==> src/rtl/digit_serial_addsub.sv <==
// Digit-serial adder/subtractor: a WIDTH-bit add or subtract is processed DIGIT bits per clock,
// LSB digit first, behind a start/busy/done handshake with registered sum, carry and overflow.
module digit_serial_addsub #(
  parameter int WIDTH = 8,
  parameter int DIGIT = 2
) (
  input  logic             clk,
  input  logic             rst,
  input  logic             start,
  input  logic             sub,
  input  logic [WIDTH-1:0] a,
  input  logic [WIDTH-1:0] b,
  input  logic             cin,
  output logic             busy,
  output logic             done,
  output logic [WIDTH-1:0] sum,
  output logic             cout,
  output logic             ovf
);

  localparam int N  = WIDTH / DIGIT;
  localparam int CW = (N > 1) ? $clog2(N) : 1;

  typedef enum logic [1:0] {IDLE, RUN, DONE} state_t;

  state_t           state;
  logic [WIDTH-1:0] a_sh;
  logic [WIDTH-1:0] b_sh;
  logic [WIDTH-1:0] acc;
  logic             carry;
  logic [CW-1:0]    cnt;

  logic [DIGIT:0]   dsum;
  logic [WIDTH-1:0] acc_next;
  logic             msb_cin;
  logic             last;

  // One digit slice of A + B' + running carry. On the final digit the slice's top bit is the
  // operand MSB, so the carry into the MSB falls out as a ^ b ^ s of that bit.
  always_comb begin
    dsum     = {1'b0, a_sh[DIGIT-1:0]} + {1'b0, b_sh[DIGIT-1:0]} + {{DIGIT{1'b0}}, carry};
    acc_next = (acc >> DIGIT) | (WIDTH'(dsum[DIGIT-1:0]) << (WIDTH - DIGIT));
    msb_cin  = a_sh[DIGIT-1] ^ b_sh[DIGIT-1] ^ dsum[DIGIT-1];
    last     = (cnt == CW'(N - 1));
  end

  // DONE accepts a new start exactly like IDLE so back-to-back operations need no gap cycle.
  always_ff @(posedge clk) begin
    if (rst) begin
      state <= IDLE;
      busy  <= 1'b0;
      done  <= 1'b0;
      sum   <= '0;
      cout  <= 1'b0;
      ovf   <= 1'b0;
      a_sh  <= '0;
      b_sh  <= '0;
      acc   <= '0;
      carry <= 1'b0;
      cnt   <= '0;
    end else begin
      case (state)
        IDLE, DONE: begin
          done <= 1'b0;
          if (start) begin
            a_sh  <= a;
            b_sh  <= sub ? ~b : b;
            carry <= sub | cin;
            cnt   <= '0;
            busy  <= 1'b1;
            state <= RUN;
          end else begin
            state <= IDLE;
          end
        end
        RUN: begin
          acc   <= acc_next;
          carry <= dsum[DIGIT];
          a_sh  <= a_sh >> DIGIT;
          b_sh  <= b_sh >> DIGIT;
          cnt   <= cnt + CW'(1);
          if (last) begin
            sum   <= acc_next;
            cout  <= dsum[DIGIT];
            ovf   <= msb_cin ^ dsum[DIGIT];
            busy  <= 1'b0;
            done  <= 1'b1;
            state <= DONE;
          end
        end
        default: state <= IDLE;
      endcase
    end
  end

endmodule

==> config.mk <==
export PLATFORM = sky130hd
export DESIGN_NAME = digit_serial_addsub
export DESIGN_NICKNAME = d
export VERILOG_FILES = /design/src/rtl/digit_serial_addsub.sv
export SDC_FILE = /design/constraint.sdc
export NUM_CORES = 1
export LEC_CHECK = 0
export ABC_AREA = 1
export CORE_MARGIN = 2
export CORE_UTILIZATION = 55
export DETAILED_ROUTE_END_ITERATION = 8
export HOLD_SLACK_MARGIN = 0.02
export MAX_ROUTING_LAYER = met4
export PLACE_DENSITY_LB_ADDON = 0.12
export SETUP_SLACK_MARGIN = 0.02
export SLEW_MARGIN = 20
export SYNTH_ARGS = -nofsm -noshare
export SYNTH_HDL_FRONTEND = slang
export SYNTH_SLANG_ARGS = --single-unit
==> constraint.sdc <==
create_clock -name clk -period 3.9 [get_ports clk]
set_clock_uncertainty 0.2 [all_clocks]
set_input_delay 0.78 -clock clk [delete_from_list [all_inputs] [get_ports clk]]
set_output_delay 0.78 -clock clk [all_outputs]
set_load 0.1 [all_outputs]
# Word level (Yosys, flattened, before mapping)
# Index checks and enable logic that the tools add are counted.
[totals]
ff_bits = 41
in_bits = 21
output_inout_bits = 12
[op_classes]
addsub = 3
eq_ne = 5
n_mux = 17
n_bitwise = 6
n_reduce_logical = 7
[op_table]
columns = ["operator", "n"]
rows = [
  ["case mux 8 bit (2 select lines)", 2],
  ["two-way mux 8 bit", 3],
  ["NOT 8 bit", 1],
  ["OR 6 x 8 -> 8 bit", 1],
  ["case mux 2 bit (2 select lines)", 2],
  ["case mux 1 bit (2 select lines)", 3],
  ["AND reduction 2 bit", 3],
  ["two-way mux 1 bit", 5],
  ["== test 2 bit, second input constant", 2],
  ["two-way mux 2 bit", 2],
  ["!= test 2 bit, second input constant", 2],
  ["adder 2 x 2 -> 3 bit", 1],
  ["adder 3 x 1 -> 3 bit", 1],
  ["AND reduction 3 bit", 1],
  ["bitwise XOR 1 bit", 3],
  ["adder 2 x 1 -> 2 bit, second input constant", 1],
  ["== test 2 x 1 -> 1 bit, second input constant", 1],
  ["zero test 2 bit", 1],
  ["nonzero test 2 bit", 1],
  ["OR reduction 2 bit", 1],
  ["OR 1 bit", 1],
]

# Depth between registers and ports, before layout
# Gate-level depths: netlist (run 1).
[logic_depth]
ltp_word = 4
ltp_mapped = 9

# Worst setup path before layout (run 1)
# OpenSTA, ideal clock, no wires.
[synth_timing]
path_type = "register -> register"
from = "reg a_sh[0]"
to = "reg ovf"
setup_time_ns = 0.109
t_arrival_ns = 1.636
setup_slack_ns = 1.955
stages_incl_launch_ff = 10
path_buffers = 0
path_cell_list = "dfxtp_1 -> inv_1 -> fa_1 -> fa_1 -> inv_1 -> nand2_1 -> nand3_1 -> nand3_1 -> nand2_1 -> inv_1"
[synth_via]
elab_chain_len = 4
[synth_lines]
columns = ["item", "line_no", "source"]
rows = [
  ["start, declared", "27", "logic [WIDTH-1:0] a_sh;"],
  ["start signal, assigned", "79", "a_sh <= a_sh >> DIGIT;"],
  ["adder 2 x 2 -> 3 bit *", "41", "dsum = {1'b0, a_sh[DIGIT-1:0]} + {1'b0, b_sh[DIGIT-1:0]} + {{DIGIT{1'b0}}, carry};"],
  ["adder 3 x 1 -> 3 bit *", "41", ""],
  ["bitwise XOR 1 bit", "43", "msb_cin = a_sh[DIGIT-1] ^ b_sh[DIGIT-1] ^ dsum[DIGIT-1];"],
  ["bitwise XOR 1 bit *", "85", "ovf <= msb_cin ^ dsum[DIGIT];"],
  ["end signal, assigned", "85", ""],
  ["end, declared", "18", "output logic ovf"],
]
# Every way passes the cells marked *; elsewhere a longest branch is shown, timed or not.
# A chain may end at the register's enable or synchronous reset.

# Worst setup path after layout (run 1)
[layout_timing]
from = "reg done"
to = "out done"
[layout_lines]
columns = ["item", "line_no", "source"]
rows = [
  ["start, declared", "15", "output logic done,"],
  ["start signal, assigned", "52", "done <= 1'b0;"],
  ["start signal, assigned", "64", "done <= 1'b0;"],
  ["start signal, assigned", "87", "done <= 1'b1;"],
]
# No word-level cell between the ends.

==> flow_summary.json, run 1 <==
{
  "outcome": "completed",
  "drc": 0,
  "met3_wirelength_um": 151,
  "avgSynthCellArea_um2": 7.34,
  "p_int_mw": 0.540,
  "post-dp-hpwl_mm": 2.31,
  "finalHoldViolations": 0,
  "critical_path.top_delay_family": "buffers and inverters",
  "tightest_slew_ns": 0.963,
  "slew_viol_final": 0,
  "syn_inst": 252,
  "cts_setup_buffers": 0,
  "final_cell_area_um2": 2200,
  "startpoint_type": "flop",
  "initial_utilization_pct": 56.3,
  "seq_area_frac_synth_pct": 42.2,
  "layout_min_cycle_time_ns": 2.81,
  "insertion_delay_ns": 0.34,
  "drive_gt1_share_pct": 11.8,
  "drtAntennaViolNets": 0,
  "worstPathCellList": "clkdlybuf4s50_1",
  "p_clk_share_pct": 24.4,
  "nets": 306,
  "cts-root-buf": "clkbuf_4",
  "switching_share_pct": 28.7,
  "core_area_um2": 3280,
  "top_layer": "met4",
  "drt-initial-drc-count": 73,
  "sequentialPowerShare_pct": 57.2,
  "path_class": "flop to output port",
  "crit_cells": 1,
  "setup_viol": 0,
  "routed_wl_mm": 3.33,
  "m1WireLength_mm": 1.59,
  "synth_fp_nets": 277,
  "avgRoutedWirePerCell_um": 10.2,
  "synth_area_um2": 1850,
  "final_cell_mix": "nand2_1 (65), dfxtp_1 (39), inv_1 (36)",
  "cp.arrival_ns": 1.83,
  "grt_antenna_before_repair": 0,
  "clock_sinks": 39,
  "diodes": 0,
  "die_w_um": 62.0,
  "ir_worst_vdd_uv": 214,
  "die_height_um": 62.0,
  "period_share_pct": 72.0,
  "gp_congestion": 0.768,
  "synth.ff_latch_count": 39,
  "cts_tree": "done",
  "grt_pass1_wl_mm": 5.44,
  "grt_pass1_vias": 1271,
  "p_total_mw": 0.757,
  "cts_buffers": 5,
  "fmax_mhz": 356,
  "first_pass_iters": 6,
  "ys_types": 21,
  "die-area_um2": 3840,
  "ff2ff_path_depth": 9,
  "nFillCells": 312,
  "cts.clk_slew.worst_paths_ns": 0.10,
  "ctsHoldBuffers": 0,
  "ios": 33,
  "grt_overflow": 0,
  "area_delta_synth_final_pct": 18.7,
  "cap_viol_max_count": 0,
  "final_common_cell": "nand2_1",
  "p_switching_mw": 0.217,
  "worstSetupEndpointType": "output port",
  "grt_start_max_net_pins": 26,
  "placed_area_um2": 2150,
  "path_buf_inv": 1,
  "setup_tns_ns": 0,
  "wl_met2_mm": 1.57,
  "port_buffers": 32,
  "comb_power_share_pct": 18.4,
  "p_leak_nw": 1.00,
  "p_per_area_nw_per_um2": 345,
  "vias_per_cell": 4.80,
  "min_path_cells": 1,
  "path_max_fanout": 2,
  "rsz0062_at_grt": "no",
  "postCtsResizedCells": 0,
  "synth_warnings": 0,
  "rows": 21,
  "max_stage_delay_ns": 1.13,
  "slowest_stage": "clkdlybuf4s50_1",
  "h-tree-depth": 2,
  "hp-class": "flop to flop",
  "relSlewSlack_pct": 35.6,
  "grtUsageTotal_pct": 20.3,
  "crit_required_ns": 2.92,
  "clock_path_buffers": 2,
  "vias": 1564
}
## power groups by stage
stage	combinational, mW	sequential (mW)	clock, mW
after global routing	0.159	0.436	0.206
after detailed placement	0.141	0.442	0
after floorplan	0.101	0.449	0
after CTS	0.141	0.433	0.191
final	0.139	0.433	0.185
after global placement	0.139	0.442	0
## metal layers
| layer | GRT usage (%) | vias to the layer above |
|---|---|---|
| met5 | - | - |
| met4 | 6.38 | 0 |
| met3 | 6.83 | 3 |
| met2 | 32.0 | 40 |
| met1 | 24.5 | 689 |
| li1 | - | 832 |
## per-stage QoR
step	hold WS (ns)	util [%]	setup slack (ns)	instances
2_1_floorplan	0.228	-	1.95	252
3_3_place_gp	0.248	65.6	1.40	320
3_5_place_dp	0.255	65.6	1.36	320
4_1_cts	0.271	66.9	1.08	326
5_1_grt	0.283	66.9	1.03	326
6_report	0.269	66.9	1.09	326
## logic make-up (layout without fill, tap and decap cells)
group / count (synthesis) / in the layout / share of synthesized area [%]
AO/OA/AOI/OAI: 35 / 35 / 11.6
XOR/XNOR: 2 / 2 / 0.947
adder cells (fa/ha/maj): 4 / 4 / 3.52
buffers and inverters: 49 / 77 / 12.1
flip-flops: 39 / 39 / 42.2
AND/OR/NAND/NOR: 123 / 123 / 29.6
## final cells by class
cell class	instances	area, um^2	share of cell area, %
timing repair buffer	33	328	14.9
multi-input combinational	164	846	38.5
sequential	39	781	35.6
inverter	38	143	6.50
clock buffer	6	41.3	1.88
tap	46	57.6	2.62
## Yosys cell counts
| cell type | count | area share, % |
|---|---|---|
| a211oi_1 | 1 | 0.41 |
| a21oi_1 | 8 | 2.2 |
| a21oi_2 | 10 | 4.7 |
| buf_12 | 1 | 1.1 |
| buf_2 | 7 | 1.9 |
| buf_6 | 2 | 1.2 |
| clkbuf_1 | 1 | 0.20 |
| dfxtp_1 | 39 | 42 |
| fa_1 | 2 | 2.2 |
| ha_1 | 2 | 1.4 |
| inv_1 | 36 | 7.3 |
| inv_2 | 2 | 0.41 |
| nand2_1 | 65 | 13 |
| nand2_2 | 11 | 3.7 |
| nand2_4 | 1 | 0.61 |
| nand3_1 | 23 | 6.2 |
| nor2_1 | 20 | 4.1 |
| nor2_4 | 3 | 1.8 |
| o21ai_0 | 13 | 3.5 |
| o21ai_1 | 3 | 0.81 |
| xor2_1 | 2 | 0.95 |
## state kept, by name (all words and copies together), names as in the netlist
signal,count
ovf,1
cnt,2
acc,6
cout,1
a_sh,8
carry,1
busy,1
state,2
b_sh,8
done,1
sum,8
## final timing paths
| path | startpoint | endpoint | slack (ns) |
|---|---|---|---|
| max reg2reg | a_sh[0] | ovf | 1.81 |
| max | done | done | 1.09 |
| min reg2reg | cnt[0] | cnt[0] | 0.27 |
| min | cnt[0] | cnt[0] | 0.27 |
Note: power is estimated with default switching activity, not from simulation.
==> run 2, diff against run 1 <==
CORE_UTILIZATION = 52   (was 55)
clock period = 2.6 ns   (was 3.9 ns; I/O delays follow)
==> run 2 against run 1 <==
Largest cell class unchanged. Design area rose by 1.1%. Largest power group unchanged. Non-clock buffer count rose by 2. Cell count rose by 1.2%. Sequential power rose by 50%. Die area rose by 5.4%.
==> flow_summary.json, run 2 (synthesis results as in run 1) <==
{
  "layout_min_cycle_time_ns": 2.08,
  "top_regs": "a_sh x8, b_sh x8, sum x8",
  "nets": 308,
  "drtAntennaViolNets": 0,
  "routed_wl_mm": 3.29,
  "drc": 0,
  "insertion_delay_ns": 0.36,
  "path_max_fanout": 5,
  "numPlacedInstances": 322,
  "period_share_pct": 80.0,
  "timing.rr.start": "a_sh[0]",
  "final_cell_area_um2": 2220,
  "reg2reg_slack_ns": 0.52,
  "rows": 21,
  "setup_viol": 0,
  "whs_endpoint": "a_sh[2]",
  "p_per_area_nw_per_um2": 574,
  "final_cell_mix": "nand2_1 (65), dfxtp_1 (39), inv_1 (36)",
  "grtUsageTotal_pct": 19.3,
  "drive_gt1_share_pct": 17.6,
  "startpoint": "a_sh[0]",
  "clock_sinks": 39,
  "outcome": "completed",
  "postCtsResizedCells": 0,
  "diodes": 0,
  "holdWs_ns": 0.274,
  "hp-class": "flop to flop",
  "cts-root-buf": "clkbuf_4",
  "drt-initial-drc-count": 112,
  "avgRoutedWirePerCell_um": 9.97,
  "cts_tree": "done",
  "die_w_um": 63.7,
  "slew_viol_final": 0,
  "ctsHoldBuffers": 0,
  "fmax_mhz": 481,
  "grt_antenna_before_repair": 0,
  "cts_buffers": 5,
  "ff2ff_path_depth": 9,
  "die_height_um": 63.7,
  "ir_worst_vdd_uv": 344,
  "grt_pass1_wl_mm": 5.99,
  "min_path_cells": 2,
  "p_leak_nw": 1.06,
  "first_pass_iters": 4,
  "worstSetupEndpointType": "flop",
  "cp.arrival_ns": 2.15,
  "cts.clk_slew.worst_paths_ns": 0.12,
  "gp_congestion": 0.787,
  "ios": 33,
  "final_common_cell": "nand2_1",
  "grt_pass1_vias": 1418,
  "initial_utilization_pct": 54.6,
  "holdCritStartpoint": "a_sh[2]",
  "post-dp-hpwl_mm": 2.32,
  "placed_area_um2": 2140,
  "fin_cells": 330,
  "reg2reg_to": "ovf",
  "tightest_slew_ns": 0.598,
  "vias": 1543,
  "crit_required_ns": 2.67,
  "die-area_um2": 4050,
  "setup_tns_ns": 0,
  "cts_setup_buffers": 0,
  "relSlewSlack_pct": 60.1,
  "area_delta_synth_final_pct": 20.0,
  "rsz0062_at_grt": "no",
  "vias_per_cell": 4.68,
  "core_area_um2": 3390,
  "clock_path_buffers": 2,
  "h-tree-depth": 2,
  "cap_viol_max_count": 0,
  "startpoint_type": "flop",
  "grt_start_max_net_pins": 25,
  "port_buffers": 32,
  "finalHoldViolations": 0,
  "grt_overflow": 0,
  "path_class": "flop to flop"
}
## run 2: cell count changes in the layout (fill, tap and decap cells not counted), sizes merged
cell,previous run,this run
buf,1,15
clkbuf,6,5
clkinv,0,2
bufinv,0,1
clkdlybuf4s50,32,20
## run 2: worst max path at each step
stage	endpoint	slack [ns]	cells past startpoint
2_1_floorplan	ovf	0.65	9
3_3_place_gp	carry	0.53	7
3_5_place_dp	sum[3]	0.51	4
4_1_cts	ovf	0.51	8
5_1_grt	ovf	0.38	9
6_report	ovf	0.52	9
## run 2: metrics by stage
stage	util, %	total power [mW]	setup WS [ns]
after floorplan	-	0.825	0.655
after global placement	63.1	0.874	0.529
after detailed placement	63.1	0.878	0.510
after CTS	65.5	1.28	0.511
after global routing	65.5	1.34	0.383
final	65.5	1.27	0.520
## run 2: where the power goes
group / total [mW] / internal (mW) / switching [mW]
registers: 0.650 / 0.630 / 0.0201
logic: 0.212 / 0.0862 / 0.126
clock network: 0.412 / 0.202 / 0.210
## run 2: metal layers
| layer | vias up | part of all wire, % | track usage, % |
|---|---|---|---|
| met3 | 8 | 4.7 | 4.29 |
| met2 | 37 | 45 | 29.5 |
| met4 | 0 | 1.9 | 8.15 |
| li1 | 838 | - | - |
| met1 | 660 | 49 | 24.8 |
| met5 | - | 0 | - |
## run 2: cell type report
type / instances / area [um^2]
multi-input cells: 164 / 846
clock inverters: 3 / 43.8
well taps: 46 / 57.6
flip-flops and latches: 39 / 781
repair buffers: 35 / 313
inverters: 38 / 143
clock buffers: 5 / 37.5
fillers: 314 / 1170
## run 2: worst max-delay path: stages (launching register included)
cell and delay, ns:
dfxtp_1 0.37, inv_1 0.07, fa_1 0.44, fa_1 0.53
inv_1 0.10, nand2_1 0.06, nand3_1 0.07, nand3_1 0.07
nand2_1 0.07, inv_1 0.03
==> run 3, diff against run 2 <==
clock period = 2.2 ns   (was 2.6 ns; I/O delays follow)
==> run 3 against run 2 <==
Clock-buffer cell count is 1 higher. Via count is 0.45% higher. Sequential power is 18% higher. Largest power group unchanged.
==> flow_summary.json, run 3 (synthesis results as in run 1) <==
{
  "clock_path_buffers": 2,
  "cts-root-buf": "clkbuf_4",
  "cts_tree": "done",
  "port_buffers": 32,
  "hp-class": "flop to flop",
  "p_total_mw": 1.62,
  "crit_top_cell": "inv_1",
  "setup_viol": 0,
  "rsz0062_at_grt": "no",
  "multi_input_area_um2": 846,
  "relSlewSlack_pct": 74.3,
  "final_cell_mix": "nand2_1 (65), dfxtp_1 (39), inv_1 (36)",
  "cts_setup_buffers": 0,
  "worstPathCellList": "inv_1, fa_1, fa_1, inv_1, nand2_1, nand3_1, nand3_1, nand2_1, inv_1",
  "crit_required_ns": 2.27,
  "ff2ff_path_depth": 9,
  "first_pass_iters": 4,
  "critical_path.top_delay_family": "adder cells",
  "die_w_um": 63.7,
  "gp_congestion": 0.757,
  "cap_viol_max_count": 0,
  "cts_buffers": 5,
  "drive_gt1_share_pct": 17.8,
  "post-dp-hpwl_mm": 2.41,
  "postCtsResizedCells": 0,
  "p_per_area_nw_per_um2": 718,
  "routed_wl_mm": 3.47,
  "whs_endpoint": "a_sh[2]",
  "nets": 310,
  "numPlacedInstances": 324,
  "reg2reg_to": "ovf",
  "worstSetupEndpointType": "flop",
  "fin_cells": 332,
  "vias_per_cell": 4.67,
  "vias": 1550,
  "tightest_slew_ns": 0.385,
  "grtUsageTotal_pct": 20.0,
  "setup_tns_ns": 0,
  "path_max_fanout": 5,
  "grt_start_max_net_pins": 22,
  "die_height_um": 63.7,
  "p_leak_nw": 1.07,
  "slowest_stage": "fa_1",
  "die-area_um2": 4050,
  "outcome": "completed",
  "insertion_delay_ns": 0.35,
  "placed_area_um2": 2150,
  "p_switching_mw": 0.415,
  "path_class": "flop to flop",
  "core_area_um2": 3390,
  "sequentialPowerShare_pct": 47.5,
  "max_stage_delay_ns": 0.52,
  "clock_sinks": 39,
  "final_common_cell": "nand2_1",
  "switching_share_pct": 25.6,
  "rows": 21,
  "startpoint_type": "flop",
  "drc": 0,
  "timing.rr.start": "a_sh[0]",
  "final-seq-area_um2": 781,
  "area_delta_synth_final_pct": 21.9,
  "grt_antenna_before_repair": 0,
  "p_int_mw": 1.20,
  "p_clk_share_pct": 36.7,
  "fmax_mhz": 492,
  "ios": 33,
  "diodes": 0,
  "ctsHoldBuffers": 0,
  "final_cell_area_um2": 2260,
  "nFillCells": 319,
  "grt_pass1_vias": 1421,
  "path_buf_inv": 3,
  "holdCritStartpoint": "a_sh[2]",
  "cp.arrival_ns": 2.10,
  "layout_min_cycle_time_ns": 2.03,
  "initial_utilization_pct": 54.6,
  "finalHoldViolations": 0,
  "slew_viol_final": 0,
  "top_regs": "a_sh x8, b_sh x8, sum x8",
  "h-tree-depth": 2,
  "grt_pass1_wl_mm": 6.16,
  "ir_worst_vdd_uv": 371,
  "cts.clk_slew.worst_paths_ns": 0.12,
  "drt-initial-drc-count": 123,
  "final_core_util_pct": 66.6,
  "grt_overflow": 0,
  "drtAntennaViolNets": 0,
  "comb_power_share_pct": 15.8,
  "avgRoutedWirePerCell_um": 10.5,
  "reg2reg_slack_ns": 0.17,
  "period_share_pct": 92.3,
  "min_path_cells": 2
}
[run 3: metal layers]
layer / track usage (%) / vias up / share of wire [%] / wire length, um
met5: - / - / 0 / 0
met4: 9.78 / 0 / 2.2 / 78
met1: 23.3 / 679 / 47 / 1640
met2: 32.8 / 28 / 47 / 1620
met3: 4.29 / 7 / 3.6 / 126
li1: - / 836 / - / -
[run 3: power groups by stage]
stage | Combinational (mW) | Clock (mW) | Sequential, mW
final | 0.257 | 0.594 | 0.769
after global routing | 0.289 | 0.631 | 0.775
after CTS | 0.259 | 0.601 | 0.769
after detailed placement | 0.257 | 0 | 0.785
after global placement | 0.251 | 0 | 0.784
after floorplan | 0.180 | 0 | 0.796
[run 3: worst min-delay path, delay by kind of cell (launching register included)]
family	cells	cell delay [ns]
DFF	1	0.33
and+or+nand+nor	1	0.06
AOI/OAI and AO/OA	1	0.05
[run 3: metrics by stage]
stage	hold slack [ns]	setup WS (ns)
3_5_place_dp	0.256	0.159
5_1_grt	0.291	0.0310
6_report	0.271	0.168
2_1_floorplan	0.228	0.255
3_3_place_gp	0.245	0.215
4_1_cts	0.273	0.151
[run 3: cell type report]
cell class              instances  share of cell area (%)
multi-input cells             164                    37.5
flip-flops and latches         39                    34.6
repair buffers                 37                    14.5
inverters                      38                    6.32
clock inverters                 2                    2.66
well taps                      46                    2.55
clock buffers                   6                    1.83
[run 3: how the worst max path moves through the flow]
stage / startpoint / endpoint / slack [ns] / cells after the start
after floorplan: a_sh[0] / ovf / 0.25 / 9
after global placement: a_sh[0] / ovf / 0.21 / 8
after detailed placement: a_sh[0] / ovf / 0.16 / 9
after CTS: a_sh[0] / ovf / 0.15 / 9
after global routing: a_sh[0] / ovf / 0.03 / 9
final: a_sh[0] / ovf / 0.17 / 9
